### config.mk
export PLATFORM = sky130hd
export DESIGN_NAME = algo_1r2m_m30_client
export DESIGN_NICKNAME = d
export VERILOG_FILES = /design/src/rtl/algo_1r2m_m30_client_pkg.sv /design/src/rtl/algo_1r2m_m30_client_fifo.sv /design/src/rtl/algo_1r2m_m30_client.sv
export SDC_FILE = /design/constraint.sdc
export NUM_CORES = 1
export LEC_CHECK = 0
export BUFFER_PORTS_ARGS = -buffer_cell sky130_fd_sc_hd__buf_2
export CORE_AREA = 2 2 238 240
export CTS_CLUSTER_DIAMETER = 80
export CTS_CLUSTER_SIZE = 25
export DETAILED_ROUTE_END_ITERATION = 10
export DIE_AREA = 0 0 240 242
export GPL_ROUTABILITY_DRIVEN = 0
export GPL_TIMING_DRIVEN = 0
export SKIP_LAST_GASP = 1
export SLEW_MARGIN = 20
export SYNTH_ARGS = -nofsm -noshare
export SYNTH_HDL_FRONTEND = slang
export SYNTH_SLANG_ARGS = --single-unit
### constraint.sdc
create_clock -name clk -period 7.1 [get_ports clk]
set_input_delay 1.42 -clock clk [delete_from_list [all_inputs] [get_ports clk]]
set_output_delay 1.42 -clock clk [all_outputs]
set_load 0.005 [all_outputs]
### src/rtl/algo_1r2m_m30_client_pkg.sv
// Shared types and constants for the 1R2M m30 requester-side client.
package algo_1r2m_m30_client_pkg;

  typedef enum logic [1:0] {
    StInit  = 2'd0,
    StRun   = 2'd1,
    StDrain = 2'd2
  } state_e;

  // Lane 0 is always queued ahead of lane 1 when both write in one cycle.
  localparam int unsigned LaneFirst  = 0;
  localparam int unsigned LaneSecond = 1;

  // Upstream is only accepted when a full dual-lane push is guaranteed to fit.
  localparam int unsigned HqMinFree = 2;

endpackage

### src/rtl/algo_1r2m_m30_client_fifo.sv
// Pointer-wrap FIFO with synchronous clear and optional second push lane.
module algo_1r2m_m30_client_fifo #(
  parameter int unsigned Width    = 32,
  parameter int unsigned Depth    = 16,
  parameter int unsigned AddrW    = 4,
  parameter bit          DualPush = 1'b0
) (
  input  logic             clk_i,
  input  logic             rst_i,
  input  logic             clr_i,
  input  logic             push0_i,
  input  logic [Width-1:0] din0_i,
  input  logic             push1_i,
  input  logic [Width-1:0] din1_i,
  input  logic             pop_i,
  output logic [Width-1:0] dout_o,
  output logic             empty_o,
  output logic             full_o,
  output logic [AddrW:0]   count_o
);

  logic [Width-1:0] mem_q [Depth];
  logic [Width-1:0] mem_d [Depth];
  logic [AddrW:0]   wptr_q, wptr_d;
  logic [AddrW:0]   rptr_q, rptr_d;
  logic [AddrW-1:0] wr_idx0, wr_idx1;
  logic             push1;

  // The second lane only ever lands behind the first one.
  assign push1   = DualPush & push0_i & push1_i;
  assign wr_idx0 = wptr_q[AddrW-1:0];
  assign wr_idx1 = wr_idx0 + AddrW'(1);

  always_comb begin
    mem_d  = mem_q;
    wptr_d = wptr_q + (AddrW+1)'(push0_i) + (AddrW+1)'(push1);
    rptr_d = rptr_q + (AddrW+1)'(pop_i);
    if (push0_i) mem_d[wr_idx0] = din0_i;
    if (push1)   mem_d[wr_idx1] = din1_i;
    if (clr_i) begin
      wptr_d = '0;
      rptr_d = '0;
    end
  end

  always_ff @(posedge clk_i) begin
    if (rst_i) begin
      wptr_q <= '0;
      rptr_q <= '0;
    end else begin
      wptr_q <= wptr_d;
      rptr_q <= rptr_d;
    end
  end

  always_ff @(posedge clk_i) begin
    mem_q <= mem_d;
  end

  assign count_o = wptr_q - rptr_q;
  assign empty_o = (count_o == '0);
  assign full_o  = (count_o == (AddrW+1)'(Depth));
  assign dout_o  = mem_q[rptr_q[AddrW-1:0]];

endmodule

### src/rtl/algo_1r2m_m30_client.sv
// Requester-side client of the m30 1R2M allocating buffer: writes, replays handles, returns data.
// Optional error counters enabled with ALGO_1R2M_M30_CLIENT_ERRCNT_EN.
module algo_1r2m_m30_client
  import algo_1r2m_m30_client_pkg::*;
#(
  parameter int unsigned WIDTH    = 32,
  parameter int unsigned BITADDR  = 13,
  parameter int unsigned NUMWRPT  = 2,
  parameter int unsigned BITPADR  = 17,
  parameter int unsigned RD_DELAY = 4,
  parameter int unsigned HQ_DEPTH = 16,
  parameter int unsigned BITHQ    = 4,
  parameter int unsigned OB_DEPTH = 8,
  parameter int unsigned BITOB    = 3
) (
  input  logic                       clk,
  input  logic                       rst,
  input  logic                       ready,
  input  logic                       flush,
  input  logic [NUMWRPT-1:0]         in_vld,
  input  logic [NUMWRPT*WIDTH-1:0]   in_din,
  output logic                       in_rdy,
  output logic [NUMWRPT-1:0]         ma_write,
  output logic [NUMWRPT*WIDTH-1:0]   ma_din,
  input  logic [NUMWRPT*BITADDR-1:0] ma_adr,
  input  logic [NUMWRPT-1:0]         ma_bp,
  output logic                       read,
  output logic                       rd_deq,
  output logic [BITADDR-1:0]         rd_adr,
  input  logic                       rd_vld,
  input  logic [WIDTH-1:0]           rd_dout,
  input  logic                       rd_serr,
  input  logic                       rd_derr,
  input  logic [BITPADR-1:0]         rd_padr,
  output logic                       out_vld,
  output logic [WIDTH-1:0]           out_dout,
  input  logic                       out_rdy,
`ifdef ALGO_1R2M_M30_CLIENT_ERRCNT_EN
  output logic [15:0]                serr_cnt,
  output logic [15:0]                derr_cnt,
  output logic [BITPADR-1:0]         last_err_padr,
`endif
  output logic                       busy
);

  // Drain issues reads without credit, so in-flight can exceed OB_DEPTH.
  localparam int unsigned InflW = $clog2(OB_DEPTH + HQ_DEPTH + 1);
  localparam logic [BITHQ:0] HqLimit   = (BITHQ+1)'(HQ_DEPTH - HqMinFree);
  localparam logic [InflW:0] CreditMax = (InflW+1)'(OB_DEPTH);

  state_e           state_q, state_d;
  logic [InflW-1:0] inflight_q, inflight_d;
  logic             ovf_q, ovf_d;

  logic               hq_push0, hq_push1, hq_pop, hq_empty, hq_full;
  logic [BITADDR-1:0] hq_din0, hq_din1, hq_head;
  logic [BITHQ:0]     hq_count;
  logic               ob_push, ob_pop, ob_clr, ob_empty, ob_full;
  logic [BITOB:0]     ob_count;
  logic               run, drain, credit_ok, issue, ret_ok;

  always_comb begin
    run       = (state_q == StRun);
    drain     = (state_q == StDrain);
    in_rdy    = run & ready & ~|ma_bp & (hq_count <= HqLimit);
    ma_write  = in_vld & {NUMWRPT{in_rdy}};
    ma_din    = in_din;
    credit_ok = ({1'b0, inflight_q} + (InflW+1)'(ob_count)) < CreditMax;
    issue     = ~hq_empty & ready & ((run & credit_ok) | drain);
    read      = issue;
    rd_deq    = issue;
    rd_adr    = hq_head;
    hq_pop    = issue;

    hq_push0 = |ma_write;
    hq_push1 = &ma_write;
    hq_din0  = ma_write[LaneFirst] ? ma_adr[LaneFirst*BITADDR +: BITADDR]
                                   : ma_adr[LaneSecond*BITADDR +: BITADDR];
    hq_din1  = ma_adr[LaneSecond*BITADDR +: BITADDR];

    ob_push = rd_vld & run & ~ob_full;
    ovf_d   = ovf_q | (rd_vld & run & ob_full);
    ob_clr  = run & flush;
    out_vld = run & ~ob_empty;
    ob_pop  = out_vld & out_rdy;

    ret_ok     = rd_vld & (inflight_q != '0);
    inflight_d = inflight_q;
    unique case ({issue, ret_ok})
      2'b10:   inflight_d = inflight_q + InflW'(1);
      2'b01:   inflight_d = inflight_q - InflW'(1);
      default: inflight_d = inflight_q;
    endcase

    state_d = state_q;
    unique case (state_q)
      StInit:  if (ready) state_d = StRun;
      StRun:   if (flush) state_d = StDrain;
      StDrain: if (hq_empty && (inflight_q == '0)) state_d = StInit;
      default: state_d = StInit;
    endcase

    busy = ~run | ~hq_empty | (inflight_q != '0) | ~ob_empty;
  end

  always_ff @(posedge clk) begin
    if (rst) begin
      state_q    <= StInit;
      inflight_q <= '0;
      ovf_q      <= 1'b0;
    end else begin
      state_q    <= state_d;
      inflight_q <= inflight_d;
      ovf_q      <= ovf_d;
    end
  end

  algo_1r2m_m30_client_fifo #(
    .Width   (BITADDR),
    .Depth   (HQ_DEPTH),
    .AddrW   (BITHQ),
    .DualPush(1'b1)
  ) u_hq (
    .clk_i  (clk),
    .rst_i  (rst),
    .clr_i  (1'b0),
    .push0_i(hq_push0),
    .din0_i (hq_din0),
    .push1_i(hq_push1),
    .din1_i (hq_din1),
    .pop_i  (hq_pop),
    .dout_o (hq_head),
    .empty_o(hq_empty),
    .full_o (hq_full),
    .count_o(hq_count)
  );

  algo_1r2m_m30_client_fifo #(
    .Width   (WIDTH),
    .Depth   (OB_DEPTH),
    .AddrW   (BITOB),
    .DualPush(1'b0)
  ) u_ob (
    .clk_i  (clk),
    .rst_i  (rst),
    .clr_i  (ob_clr),
    .push0_i(ob_push),
    .din0_i (rd_dout),
    .push1_i(1'b0),
    .din1_i ('0),
    .pop_i  (ob_pop),
    .dout_o (out_dout),
    .empty_o(ob_empty),
    .full_o (ob_full),
    .count_o(ob_count)
  );

`ifdef ALGO_1R2M_M30_CLIENT_ERRCNT_EN
  logic [15:0]        serr_cnt_q, serr_cnt_d, derr_cnt_q, derr_cnt_d;
  logic [BITPADR-1:0] last_err_padr_q, last_err_padr_d;

  always_comb begin
    serr_cnt_d      = serr_cnt_q;
    derr_cnt_d      = derr_cnt_q;
    last_err_padr_d = last_err_padr_q;
    if (rd_vld && rd_serr && (serr_cnt_q != 16'hFFFF)) serr_cnt_d = serr_cnt_q + 16'd1;
    if (rd_vld && rd_derr && (derr_cnt_q != 16'hFFFF)) derr_cnt_d = derr_cnt_q + 16'd1;
    if (rd_vld && (rd_serr || rd_derr)) last_err_padr_d = rd_padr;
  end

  always_ff @(posedge clk) begin
    if (rst) begin
      serr_cnt_q      <= '0;
      derr_cnt_q      <= '0;
      last_err_padr_q <= '0;
    end else begin
      serr_cnt_q      <= serr_cnt_d;
      derr_cnt_q      <= derr_cnt_d;
      last_err_padr_q <= last_err_padr_d;
    end
  end

  assign serr_cnt      = serr_cnt_q;
  assign derr_cnt      = derr_cnt_q;
  assign last_err_padr = last_err_padr_q;

  logic unused_sigs;
  assign unused_sigs = hq_full;
`else
  logic unused_sigs;
  assign unused_sigs = ^{hq_full, rd_serr, rd_derr, rd_padr};
`endif

endmodule

# Word level (Yosys, flattened, before mapping)
# Cells that the tools add are included.
# word_totals
word_cells	125
reg_bits	489
# op_classes
n_bitwise	27
eq_ne	8
n_reduce_logical	16
magnitude_cmp	10
addsub	11
muxes	23
# ops
op	n
$bwmux 208	2
$mux 208	2
$bwmux 256	1
$demux 13 s4	2
$bmux 32 s3	1
$demux 32 s3	1
$mux 32	3
$mux 13	5
$bmux 13 s4	1
$add 5x1->5	3
$ge 5x5->1 const B	3
$not 4->5	3
$and 1x1->1	13
$logic_not 5->1	2
$lt 5x1->1 const B	2
$pmux 5 s2	1
$add 4x1->4	2
$ge 4x4->1 const B	2
$not 3->4	2
$add 5x4->6	1
$lt 6x4->1 const B	1
$mux 2	3
$pmux 2 s3	1
$reduce_or 2->1	3
23 further kinds	35

# Depth between registers and ports, before layout
# logic_depth
word_depth	10
depth_mapped	23
ltp_nobuf	21

# By module
# A second synthesis with hierarchy kept.
# unflattened
cells_unflattened	1838
area_unflattened_um2	22763.1
# modules_own_cells
mod	area_per_inst_um2	n_inst	cells_per_inst
algo_1r2m_m30_client_fifo at u_hq	11185.7	1	1186
algo_1r2m_m30_client_fifo at u_ob	10259.8	1	496
algo_1r2m_m30_client	1317.5	1	156

# Worst setup path after synthesis
# OpenSTA, ideal clock, no wires.
# synth_timing
path_type	reg2reg
start	register u_ob.rptr_q[1]
end	register u_ob.mem_q[192] in the netlist's numbering (enable)
path_stages_with_launch	10
setup_time_ns	0.461
setup_slack_ns	2.221
path_buffers	2
arrival_ns	4.418
path_cell_list	dfxtp_1 > clkbuf_1 > buf_1 > inv_1 > ha_1 > a21o_1 > a21oi_1 > xnor2_1 > o2111ai_1 > nor3_1
# synth_via
elab_chain_cells	4
# synth_lines
item	line	rtl
from (decl)	algo_1r2m_m30_client_fifo.sv:25	logic [AddrW:0] rptr_q, rptr_d;
from (signal assigned)	algo_1r2m_m30_client_fifo.sv:52	rptr_q <= rptr_d;
$sub 4x4->4	algo_1r2m_m30_client_fifo.sv:60	assign count_o = wptr_q - rptr_q;
$eq 4x4->1	algo_1r2m_m30_client_fifo.sv:62	assign full_o = (count_o == (AddrW+1)'(Depth));
$not 1->1	algo_1r2m_m30_client.sv:81	ob_push = rd_vld & run & ~ob_full;
$and 1x1->1	algo_1r2m_m30_client.sv:81	
to (signal assigned)	algo_1r2m_m30_client_fifo.sv:57	mem_q <= mem_d;
to (decl)	algo_1r2m_m30_client_fifo.sv:22	logic [Width-1:0] mem_q [Depth];
# Every way passes these cells.
# A chain may end at the register's enable or synchronous reset.

# Final worst setup path
# layout_timing
start	register u_ob.rptr_q[1]
end	output read
# layout_via
elab_chain_cells	6
# layout_lines
item	line	rtl
$sub 4x4->4	algo_1r2m_m30_client_fifo.sv:60	
$add 5x4->6	algo_1r2m_m30_client.sv:68	credit_ok = ({1'b0, inflight_q} + (InflW+1)'(ob_count)) < CreditMax;
$lt 6x4->1	algo_1r2m_m30_client.sv:68	
$and 1x1->1	algo_1r2m_m30_client.sv:69	issue = ~hq_empty & ready & ((run & credit_ok) | drain);
$or 1x1->1	algo_1r2m_m30_client.sv:69	
$and 1x1->1	algo_1r2m_m30_client.sv:69	
to (decl)	algo_1r2m_m30_client.sv:27	output logic read,
# Every way passes these cells.

==> results_dict.tcl <==
set metrics [dict create \
    hold_class "reg -> reg" \
    async_reset_ff_frac 0 \
    start_util 0.394 \
    worst-setup-path-type "reg -> out" \
    ios 267 \
    area_delta_synth_final_pct 13.6 \
    ys_seq_area_frac 0.563 \
    hpwlAfterDp_mm 44.0 \
    grt_pass1_vias 15100 \
    hold_viol_final 0 \
    drt_wl_total_mm 60.0 \
    track_usage 0.202 \
    setup.worst_path.end_class "primary output" \
    yosysMostFrequentCell "edfxtp_1" \
    cp_max_fo 10 \
    antenna_found_initial 11 \
    syn_area_mm2 0.0220 \
    cts_made_buffers 28 \
    cp_slowest_cell "buf_1" \
    path_buf_inv 6 \
    die_area_mm2 0.0581 \
    cts_resized 0 \
    overflow 0 \
    arrival_ns 4.61 \
    cts_root_buf "clkbuf_16" \
    yosys-top-cells-area "edfxtp_1 35%, dfxtp_1 21%, mux4_2 13%, a221o_1 6.5%, and2_1 2.4%" \
    grt_pass1_wl_mm 90.9 \
    cts.sinks 489 \
    netlist_top_cells_count "256 x edfxtp_1, 233 x dfxtp_1, 143 x a221o_1, 129 x mux4_2, 129 x nand2_1" \
    finClkSkew_ns 0.0433 \
    yosysTopAreaCell "edfxtp_1" \
    post_cts_buffers 0 \
    ant_nets 0 \
    cts.reportedPaths.clkPinSlew_ns 0.09 \
    worstMarginPinSlew_ns 1.08 \
    syn_area_per_cell_um2 13.4 \
    vdd_drop_max_uv 209 \
    maxSlewHeadroom 0.272 \
    drive_gt1_frac 0.262 \
    die_x_um 240 \
    cts_hold_repair.buffers 0 \
    timing.final.crit_period_ns 6.03 \
    synthCells 1634 \
    synth.top_cell.area_share 0.350 \
    power_leakage_nw 9.03 \
    grt_max_degree 27 \
    syn_nets 1808 \
    coreArea_mm2 0.0557 \
    cp_top_family "buffers and inverters" \
    synth_cell_types 63 \
    fin_cells 2628 \
    rsz0062_at_grt "no" \
    dp.cells 2574 \
    portBuffers 170 \
    final-setup-viol-count 0 \
    max_freq_mhz 166 \
    worstPathRequired_ns 5.68 \
    via_per_inst 5.66 \
    die_h_um 242 \
    slew_violations 0 \
    routedWlPerCell_um 22.8 \
    htree_levels 1 \
    power_density_mw_per_mm2 213 \
    num_rows 87 \
    cts_buffer_depth 3 \
    drv_cap 0 \
    dr.pass1.iters 5 \
    worstPathCellList "clkbuf_1, buf_1, inv_1, ha_1, a21o_1, a21oi_1, xnor2_1, inv_1, ha_1, nor4_1, nand3_1, o21ai_0, and3_1, buf_4, buf_2" \
    ys_seq_elements 489 \
    critPathMaxStageDelay_ns 0.61 \
    clk_latency_ns 0.62 \
    drtIter0Drc 1325 \
    nets 2022 \
    synth-edff-count 256 \
    cts_tree "built" \
    worst_setup_path_start_kind "flip-flop" \
    outcome "complete, no violations" \
    yosys_warnings 0 \
    vias 14900 \
    drc_errors 0 \
    period_share 0.849 \
    ys.flop_type "edfxtp_1" \
    setup_tns_ns 0 \
    n_fill_cell 5060 \
]
-- worst paths after layout --
kind,slack (ns),to,startpoint,cells past startpoint
setup / recovery,1.07,read,u_ob.rptr_q[1],15
hold / removal,0.47,u_hq.mem_q[150],u_hq.mem_q[150],1
setup reg to reg,1.48,inflight_q[4],u_ob.rptr_q[1],23
hold reg to reg,0.47,u_hq.mem_q[150],u_hq.mem_q[150],1
-- worst reg2reg max path: stages (launching register included) --
cell	delay (ns)
dfxtp_1	0.40
clkbuf_1	0.52
buf_1	0.61
inv_1	0.21
ha_1	0.34
a21o_1	0.15
a21oi_1	0.17
xnor2_1	0.24
inv_1	0.11
ha_1	0.29
nor4_1	0.24
nand3_1	0.12
o21ai_0	0.12
nand3_1	0.14
ha_1	0.21
clkbuf_1	0.19
xor2_1	0.18
ha_1	0.19
a21oi_1	0.27
nor2b_1	0.08
o21ai_0	0.15
a21oi_1	0.09
o21bai_1	0.16
mux2_2	0.34
-- placed cells by master (no fill, tap or decap), types with 13 or more instances in the layout --
cell type | synthesis | layout
edfxtp_1 | 256 | 256
dfxtp_1 | 233 | 233
buf_2 | 32 | 203
a221o_1 | 143 | 143
mux4_2 | 129 | 129
nand2_1 | 129 | 129
clkbuf_1 | 79 | 86
and2_1 | 85 | 85
nor2b_1 | 75 | 75
buf_4 | 67 | 73
a22oi_1 | 53 | 53
o21ai_0 | 50 | 50
clkbuf_16 | 0 | 29
inv_1 | 26 | 26
nor2_1 | 28 | 22
nor3_1 | 24 | 22
ha_1 | 20 | 20
nand3_1 | 18 | 18
buf_1 | 19 | 16
mux2i_1 | 14 | 14
xor2_1 | 13 | 13
o2bb2ai_1 | 13 | 13
o221ai_1 | 13 | 13
-- flip-flops by register name, summed over array words and instances, names as in the netlist --
signal,cells
state_q,2
u_ob.wptr_q,4
u_hq.mem_q,208
u_ob.mem_q,256
inflight_q,5
u_hq.rptr_q,5
u_hq.wptr_q,5
u_ob.rptr_q,4
-- metrics by stage --
step | hold WS, ns | utilization | setup WS [ns] | cell area, µm² | power (mW)
floorplan | 0.428 | - | 2.22 | 22000 | 3.36
global placement | 0.439 | 0.426 | -0.832 | 23700 | 3.53
detailed placement | 0.447 | 0.431 | 1.45 | 24000 | 3.54
CTS | 0.472 | 0.447 | 0.995 | 24900 | 5.33
global route | 0.484 | 0.447 | 0.759 | 24900 | 5.48
finish | 0.472 | 0.448 | 1.07 | 24900 | 5.31
-- power by group --
part	leakage [nW]	internal (mW)	switching [mW]
logic	4.40	0.213	0.215
clock network	0.449	0.807	1.02
registers	4.19	3.02	0.0296
total	9.03	4.04	1.27
-- cells by family (layout without fill, tap and decap cells) --
group	after synthesis	count (layout)	share of synthesized area
AOI/OAI and AO/OA	305	305	0.116
xor gates and xnor gates	21	21	0.00838
adders and majority gates	24	24	0.0146
buffers and inverters	226	460	0.0526
DFF	489	489	0.563
muxes	157	157	0.147
other	0	4	0
and+or+nand+nor	412	412	0.0994
-- routing by layer --
metal | up-vias | track usage | routed length, µm
met1 | 7564 | 0.262 | 24700
li1 | 6689 | - | -
met5 | - | 0 | 99
met4 | 14 | 0.0522 | 1420
met2 | 518 | 0.347 | 29800
met3 | 92 | 0.0378 | 4020
-- area by class of cell --
cell class	instances	area (µm²)	share of cell area
sequential	489	12400	0.495
antenna	4	10.0	0.000401
inverter	27	101	0.00406
clock buffer	37	766	0.0307
multi-input combinational	919	8500	0.341
clock inverter	13	158	0.00632
buffer	199	1060	0.0424
tap	756	946	0.0379
timing repair buffer	184	1050	0.0422
No activity file was read; power rests on OpenSTA's default activity.
